$ cat config.mk
export PLATFORM = sky130hd
export DESIGN_NAME = core_output_recv
export DESIGN_NICKNAME = d
export VERILOG_FILES = /design/src/rtl/core_output_recv_pkg.sv /design/src/rtl/core_recv_ram.sv /design/src/rtl/core_output_recv.sv
export SDC_FILE = /design/constraint.sdc
export NUM_CORES = 1
export LEC_CHECK = 0
export ABC_AREA = 1
export CAP_MARGIN = 20
export CORE_MARGIN = 2
export CORE_UTILIZATION = 63
export CTS_BUF_LIST = sky130_fd_sc_hd__clkbuf_4
export DETAILED_ROUTE_END_ITERATION = 12
export PLACE_DENSITY = 0.82
export SETUP_SLACK_MARGIN = 0.05
export SLEW_MARGIN = 20
export SYNTH_ARGS = -nofsm -noshare
export SYNTH_HDL_FRONTEND = slang
export SYNTH_SLANG_ARGS = --single-unit
$ cat constraint.sdc
create_clock -name CLK -period 3 [get_ports CLK]
set_clock_uncertainty 0.15 [all_clocks]
set_input_delay 0.3 -clock CLK [delete_from_list [all_inputs] [get_ports CLK]]
set_output_delay 0.3 -clock CLK [all_outputs]
set_load 0.02 [all_outputs]
$ cat src/rtl/core_output_recv_pkg.sv
`default_nettype none
// ============================================================================
// Module   : core_output_recv_pkg
// Brief    : Shared constants, FSM encoding and header helper for the core
//            output receiver.
// Revision : 1.0 - initial release
// ============================================================================
package core_output_recv_pkg;

    // Default number of 16-bit result words per core output
    localparam int N_WORDS_DEFAULT = 16;

    // Header word field positions
    localparam int HDR_SEQ_BIT = 15;
    localparam int HDR_CTX_BIT = 14;
    localparam int HDR_ID_MSB  = 7;
    localparam int HDR_ID_LSB  = 0;

    // Receiver FSM encoding
    typedef enum logic [2:0] {
        ST_IDLE       = 3'd0,
        ST_REQ        = 3'd1,
        ST_WAIT_START = 3'd2,
        ST_RECV       = 3'd3,
        ST_SEND_HDR   = 3'd4,
        ST_SEND_DATA  = 3'd5
    } recv_state_t;

    // Header layout: {seq, ctx, 6'b0, core_id}
    function automatic logic [15:0] make_header(input logic       seq,
                                                input logic       ctx,
                                                input logic [7:0] core_id);
        logic [15:0] hdr;
        hdr                         = 16'h0000;
        hdr[HDR_SEQ_BIT]            = seq;
        hdr[HDR_CTX_BIT]            = ctx;
        hdr[HDR_ID_MSB:HDR_ID_LSB]  = core_id;
        return hdr;
    endfunction

endpackage
`default_nettype wire

$ cat src/rtl/core_recv_ram.sv
`default_nettype none
// ============================================================================
// Module   : core_recv_ram
// Brief    : Small distributed RAM, one synchronous write port and one
//            asynchronous read port. Contents are never cleared.
// Revision : 1.0 - initial release
// ============================================================================
module core_recv_ram #(
    parameter int DEPTH  = 16,
    parameter int ADDR_W = 4,
    parameter int DATA_W = 16
) (
    input  logic              CLK,
    input  logic              we,
    input  logic [ADDR_W-1:0] waddr,
    input  logic [DATA_W-1:0] wdata,
    input  logic [ADDR_W-1:0] raddr,
    output logic [DATA_W-1:0] rdata
);

    logic [DATA_W-1:0] mem [DEPTH];

    // Synchronous write port
    always_ff @(posedge CLK) begin
        if (we) begin
            mem[waddr] <= wdata;
        end
    end

    // Asynchronous read keeps the output word fall-through with no latency
    assign rdata = mem[raddr];

endmodule
`default_nettype wire

$ cat src/rtl/core_output_recv.sv
`default_nettype none
// ============================================================================
// Module   : core_output_recv
// Brief    : Requests one result from a core buffer, captures N_WORDS words
//            into a local RAM and replays them as a header + data packet on
//            a first-word-fall-through interface.
// Revision : 1.0 - initial release
// ============================================================================
module core_output_recv
    import core_output_recv_pkg::*;
#(
    parameter logic [7:0] CORE_ID = 8'd0,
    parameter int         N_WORDS = N_WORDS_DEFAULT
) (
    input  logic        CLK,
    input  logic        rst_n,
    input  logic        core_out_ready,
    input  logic        core_out_ctx_num,
    input  logic        core_out_seq_num,
    input  logic        core_out_start,
    input  logic [15:0] core_dout,
    output logic        rd_en,
    output logic [15:0] out_data,
    output logic        out_valid,
    output logic        out_first,
    output logic        out_last,
    input  logic        out_rd,
    output logic        err
);

    localparam int              IDX_W    = (N_WORDS > 1) ? $clog2(N_WORDS) : 1;
    localparam logic [IDX_W-1:0] LAST_IDX = IDX_W'(N_WORDS - 1);

    recv_state_t      state;
    recv_state_t      state_next;
    logic [IDX_W-1:0] wr_cnt;
    logic [IDX_W-1:0] rd_idx;
    logic             ctx_lat;
    logic             seq_lat;
    logic             err_q;
    logic             ram_we;
    logic [15:0]      ram_rdata;

    assign ram_we = (state == ST_RECV);

    core_recv_ram #(
        .DEPTH  (N_WORDS),
        .ADDR_W (IDX_W),
        .DATA_W (16)
    ) u_ram (
        .CLK   (CLK),
        .we    (ram_we),
        .waddr (wr_cnt),
        .wdata (core_dout),
        .raddr (rd_idx),
        .rdata (ram_rdata)
    );

    // State register
    always_ff @(posedge CLK) begin
        if (!rst_n) begin
            state <= ST_IDLE;
        end else begin
            state <= state_next;
        end
    end

    // Next-state logic; core_out_start only matters in WAIT_START
    always_comb begin
        state_next = state;
        case (state)
            ST_IDLE:       if (core_out_ready)     state_next = ST_REQ;
            ST_REQ:                                state_next = ST_WAIT_START;
            ST_WAIT_START: if (core_out_start)     state_next = ST_RECV;
            ST_RECV:       if (wr_cnt == LAST_IDX) state_next = ST_SEND_HDR;
            ST_SEND_HDR:   if (out_rd)             state_next = ST_SEND_DATA;
            ST_SEND_DATA:  if (out_rd && (rd_idx == LAST_IDX)) state_next = ST_IDLE;
            default:                               state_next = ST_IDLE;
        endcase
    end

    // Word counter, read index and sticky protocol error
    always_ff @(posedge CLK) begin
        if (!rst_n) begin
            wr_cnt <= '0;
            rd_idx <= '0;
            err_q  <= 1'b0;
        end else begin
            if (state == ST_RECV) begin
                wr_cnt <= (wr_cnt == LAST_IDX) ? '0 : wr_cnt + 1'b1;
            end
            if ((state == ST_SEND_HDR) && out_rd) begin
                rd_idx <= '0;
            end else if ((state == ST_SEND_DATA) && out_rd) begin
                rd_idx <= (rd_idx == LAST_IDX) ? '0 : rd_idx + 1'b1;
            end
            if (core_out_start && (state != ST_WAIT_START)) begin
                err_q <= 1'b1;
            end
        end
    end

    // Context and sequence bits are captured at request time for the header
    always_ff @(posedge CLK) begin
        if ((state == ST_IDLE) && core_out_ready) begin
            ctx_lat <= core_out_ctx_num;
            seq_lat <= core_out_seq_num;
        end
    end

    // Outputs; forced low while reset is asserted so no request escapes
    always_comb begin
        rd_en     = 1'b0;
        out_data  = 16'h0000;
        out_valid = 1'b0;
        out_first = 1'b0;
        out_last  = 1'b0;
        err       = 1'b0;
        if (rst_n) begin
            err = err_q;
            case (state)
                ST_REQ: begin
                    rd_en = 1'b1;
                end
                ST_SEND_HDR: begin
                    out_valid = 1'b1;
                    out_first = 1'b1;
                    out_data  = make_header(seq_lat, ctx_lat, CORE_ID);
                end
                ST_SEND_DATA: begin
                    out_valid = 1'b1;
                    out_last  = (rd_idx == LAST_IDX);
                    out_data  = ram_rdata;
                end
                default: begin
                    rd_en = 1'b0;
                end
            endcase
        end
    end

endmodule
`default_nettype wire

== Yosys cells after proc, flatten, opt, wreduce, memory -nomap -nowiden ==
Memory sizes are Yosys's and may differ from the RTL's. A register that Yosys moved wholly into a read port is not among the register bits.
Index checks and enable logic that the tools add are counted.
W data, S select, Z words.
Storage, ports and cells
  register bits: 14
  input port bits: 23
  output and inout port bits: 21
  logic and storage cells: 55
  bits in writable memories: 256
  memories kept: 1
Operators by class
  bitwise logic cells: 1
  add/sub/neg operators: 2
  mux-type cells: 23
  reductions and logical operators: 9
  equal/unequal tests: 13
Memories
  u_ram.mem: words 16, width 16, rd ports 1, clocked after memory_dff 1, write ports 1, RTL line core_recv_ram.sv:21  | logic [DATA_W-1:0] mem [DEPTH];
Operators with widths (number)
  $pmux W16 S2: 1
  $pmux W3 S6: 1
  $mux W16: 1
  $mux W4: 4
  $mux W3: 5
  $mux W1: 11
  $add A4 B1 Y4 const B: 2
  $eq A4 B4 Y1 const B: 2
  $ne A2 B2 Y1 const B: 4
  $eq A3 B2 Y1 const B: 2
  $eq A3 B3 Y1 const B: 2
  $logic_and A1 B1 Y1: 5
  $reduce_and A5 Y1: 1
  $reduce_or A2 Y1: 2
  $eq A3 B1 Y1 const B: 1
  $logic_not A3 Y1: 1
  $ne A3 B2 Y1 const B: 1
  $ne A2 B1 Y1 const B: 1
  $not A1 Y1: 1

== Logic depth before layout (Yosys ltp) ==
  word-level depth: 4
  depth in mapped cells: 12
  gate-level depth less buffers: 9

== Hierarchy ==
Synthesis repeated with hierarchy kept, for this count alone.
Second synthesis, totals
  cells, all modules: 1199
  area total of the unflattened synthesis: 11959.0 sq um
By module, submodules not included
  core_recv_ram: sequential area each 7687.4 sq um, instances 1, area an instance 11060.6 sq um, cells an instance 1058
  core_output_recv: sequential area each 300.3 sq um, instances 1, area an instance 898.4 sq um, cells an instance 141

== Worst setup path after synthesis ==
No wires, ideal clock.
  kind: reg-to-reg
  from: register state[0]
  to: memory u_ram.mem[11][0], enable pin
  arrival time: 1.622 ns
  required time: 2.462 ns
  stages on the path, launching flop included: 7
  period minus slack after synthesis: 2.160 ns
  buffers on the path: 0
  setup time: 0.388 ns
  setup slack: 0.840 ns
  cells stage by stage: dfxtp_1 -> nand2_1 -> nor2_4 -> inv_1 -> nor2_1 -> nand2_1 -> nor2_1
On the way
  word-level cells in the longest chain between the ends: 3
Ends and longest elaborated chain
  start, declared: RTL line core_output_recv.sv:34  | recv_state_t state;
  start signal, assigned: RTL line core_output_recv.sv:64  | state <= state_next;
  $eq A3 B2 Y1: RTL line core_output_recv.sv:44  | assign ram_we = (state == ST_RECV);
  $mux W1: RTL line core_recv_ram.sv:25  | if (we) begin
  $mux W1 (not written as such): RTL line core_recv_ram.sv:26  | mem[waddr] <= wdata;
  end, declared: RTL line core_recv_ram.sv:21
No other way between the ends.

==> run_results.csv <==
group,metric,value,unit
die,initial_core_util,64.2,%
worst_setup_path,max_stage_delay,460,ps
route,ant_nets,0,
sta,min_period,2890,ps
logic_synthesis,synth.distinct_cells,28,
global_route,antenna_found_initial,1,
power_and_ir_drop,leakage,0.00511,uW
die,core.rowCount,49,
worst_setup_path,path_delay_family,"buffers and inverters",
logic_synthesis,synth_area,11500,sq um
power_and_ir_drop,p_sw_share,23.5,%
die,core_area,18000,sq um
cells_and_area,stdcell_area,13300,sq um
logic_synthesis,synthesis.nets,1060,
die,die-area,19400,sq um
worst_setup_path,cp_num_buf_inv,2,
route,num_vias,8227,
cts,cts_tree,"yes",
global_route,grt_pass1_vias,8101,
cts,clk_path_buf_depth,3,
die,die_y,139,um
logic_synthesis,yosysSeqAreaShare,70.0,%
power_and_ir_drop,power.switching,1990,uW
power_and_ir_drop,pwr-share-clk,40.6,%
cells_and_area,fillCellCount,1108,
worst_setup_path,slowest_stage,"buf_4",
cts,cts_sinks,274,
power_and_ir_drop,combPwrFrac,8.5,%
route,drtPass1Iterations,5,
sta,drv_slew,0,
run_status,status,"completed",
cts,ctsHtreeMaxLevel,3,
logic_synthesis,syn_area_per_cell,11.2,sq um
cells_and_area,area_growth,15.5,%
worst_setup_path,arrival,2440,ps
hold_path,hold_path_class,"in2reg",
global_route,grt.total_usage,28.9,%
die,fp.dieW,139,um
worst_setup_path,critPathCaptureType,"output pin",
power_and_ir_drop,cellPowerDensity,634,nW/um^2
worst_setup_path,startpoint_type,"flip-flop",
sta,relSlewSlack,55.0,%
global_route,grt_first_pass_wirelength,42.5,mm
sta,setup_violations,0,
route,drt-total-wl,27.6,mm
cts,clkLatencyLatePin,690,ps
cts,clkTransAtPathRegs,60,ps
cts,cts_made_buffers,69,
die,io_pins,44,
sta,hold_ws,25.5,ps
sta,rsz0062_at_grt,"yes",
sta,hold_viol,0,
logic_synthesis,syn_inst,1032,
route,vias_per_cell,5.79,
route,drt_iter0_drc,1181,
worst_setup_path,crit_top_cell,"nand2_1",
place,io_buffers,43,
power_and_ir_drop,p_int,6460,uW
global_route,grt_max_degree,50,
route,drc,0,
worst_setup_path,crit_required,2550,ps
worst_setup_path,crit_fanout,32,
cells_and_area,drive_above_1_share,16.5,%
logic_synthesis,yosys_warnings,0,
logic_synthesis,synth-seq-cells,274,
cells_and_area,regArea,8070,sq um
cts,cts-root-buf,"clkbuf_4",
worst_setup_path,critPathKind,"reg2out",
worst_setup_path,crit_chain,"buf_4, nand3_1, nand3_1, nand2_1, nand2_1, nand2_1, dlygate4sd2_1",
power_and_ir_drop,p_seq_share,50.8,%
route,wire_per_inst,19.5,um
sta,clock.fmax,0.346,GHz
sta,worstMarginPinSlew,672,ps
place,dpl_cell_area,12200,sq um
sta,finalCritPeriodShare,96.4,%
flow_run,drv_cap,0,
cells_and_area,multi_input_area,2820,sq um
place,gp_congestion,0.834,
place,hpwl,15.7,mm
global_route,grt_overflow,0,
power_and_ir_drop,ir_drop,0.466,mV
cells_and_area,fin_nets,1172,
## power groups by stage
stage / registers [uW] / logic [uW] / clock network [uW]
2_1_floorplan: 4350 / 472 / 0
3_3_place_gp: 4380 / 653 / 0
3_5_place_dp: 4380 / 674 / 0
4_1_cts: 4300 / 723 / 3470
5_1_grt: 4300 / 799 / 3680
6_report: 4300 / 722 / 3430
## metal layers
metal  vias to the layer above  share of wire (%)  global-route usage [%]
li1                       3781                  -                       -
met1                      3824                 37                    38.1
met2                       537                 49                    46.3
met3                        85                 10                    6.09
met4                         0                3.8                    14.2
met5                         -                  0                       0
## synth_stat cells, drive strengths merged
cell type	n	share of area (%)
edfxtp	258	67
nand2	255	8.3
nor2	152	5.2
nand3	89	3.9
inv	75	2.5
o21ai	63	2.7
buf	45	3.1
o211ai	29	1.9
a21oi	25	1.1
dfxtp	16	2.8
clkbuf	9	0.31
ha	5	0.54
nor3	5	0.22
a31oi	1	0.054
nand4	1	0.054
o21bai	1	0.065
o31ai	1	0.065
or2	1	0.054
xor2	1	0.076
## cell type report
cell class | instances | share of cell area [%]
antenna | 1 | 0.0188
clock buffer | 101 | 5.69
clock inverter | 16 | 1.48
inverter | 75 | 2.21
multi-input combinational | 629 | 21.2
sequential | 274 | 60.6
tap | 229 | 2.15
timing repair buffer | 94 | 6.62
timing repair inverter | 1 | 0.0376
## cells in the final DEF (no fill, tap or decap), types with 3 or more instances in the layout
cell,instances
clkbuf_2,11
buf_4,39
clkdlybuf4s50_1,27
o211ai_1,29
inv_1,70
ha_1,5
o21ai_1,36
nor2_2,3
edfxtp_1,258
nand2_1,255
buf_16,3
buf_6,4
o21ai_0,26
a21oi_1,19
buf_12,4
a21oi_2,6
nor2_4,3
clkinv_1,8
clkbuf_4,101
nor3_1,5
nand3_1,88
nor2_1,146
clkinv_2,3
dfxtp_1,13
bufinv_16,5
## final timing paths
| path | startpoint | end | slack (ps) | cells after the start |
|---|---|---|---|---|
| worst max register to register | state[0] | u_ram.mem[3][7] | 940 | 7 |
| worst min-delay path | core_out_seq_num | seq_lat | 30 | 1 |
| worst max-delay path | flip-flop | out_data[14] | 110 | 7 |
| worst min register to register | err_q | err_q | 310 | 2 |
## flip-flops by register name, summed over array words and instances (netlist names), named ones only
name	count
ctx_lat	1
wr_cnt	4
seq_lat	1
state	3
u_ram.mem	256
rd_idx	4
err_q	1
## per-stage QoR
step	power [uW]	TNS (ps)	util, %	worst slack (ps)	std cells
6_report	8450	0	74.2	107	1420
5_1_grt	8780	-6.53	74.2	-6.53	1420
4_1_cts	8490	0	74.4	41.1	1416
3_5_place_dp	5060	0	68.1	303	1292
3_3_place_gp	5030	0	68.1	316	1292
2_1_floorplan	4830	0	-	840	1032
## timing repair
| action | in CTS | in global routing |
|---|---|---|
| endpoints found under the setup margin | 16 | 16 |
| hold endpoints to repair | 1 | 0 |
| gates cloned | 2 | 1 |
| gates resized for setup | 40 | 31 |
| hold buffers | 1 | 0 |
| setup buffers | 4 | 3 |
| pin swaps | 0 | 3 |
## logic make-up after synthesis
family / after synthesis / share of synthesized area [%]
AND/OR/NAND/NOR: 503 / 17.7
AO/OA/AOI/OAI: 120 / 5.89
buffers and inverters: 129 / 5.88
flip-flops: 274 / 70.0
adder cells (fa/ha/maj): 5 / 0.542
XOR/XNOR: 1 / 0.0760
No activity file was read; power rests on OpenSTA's default activity.
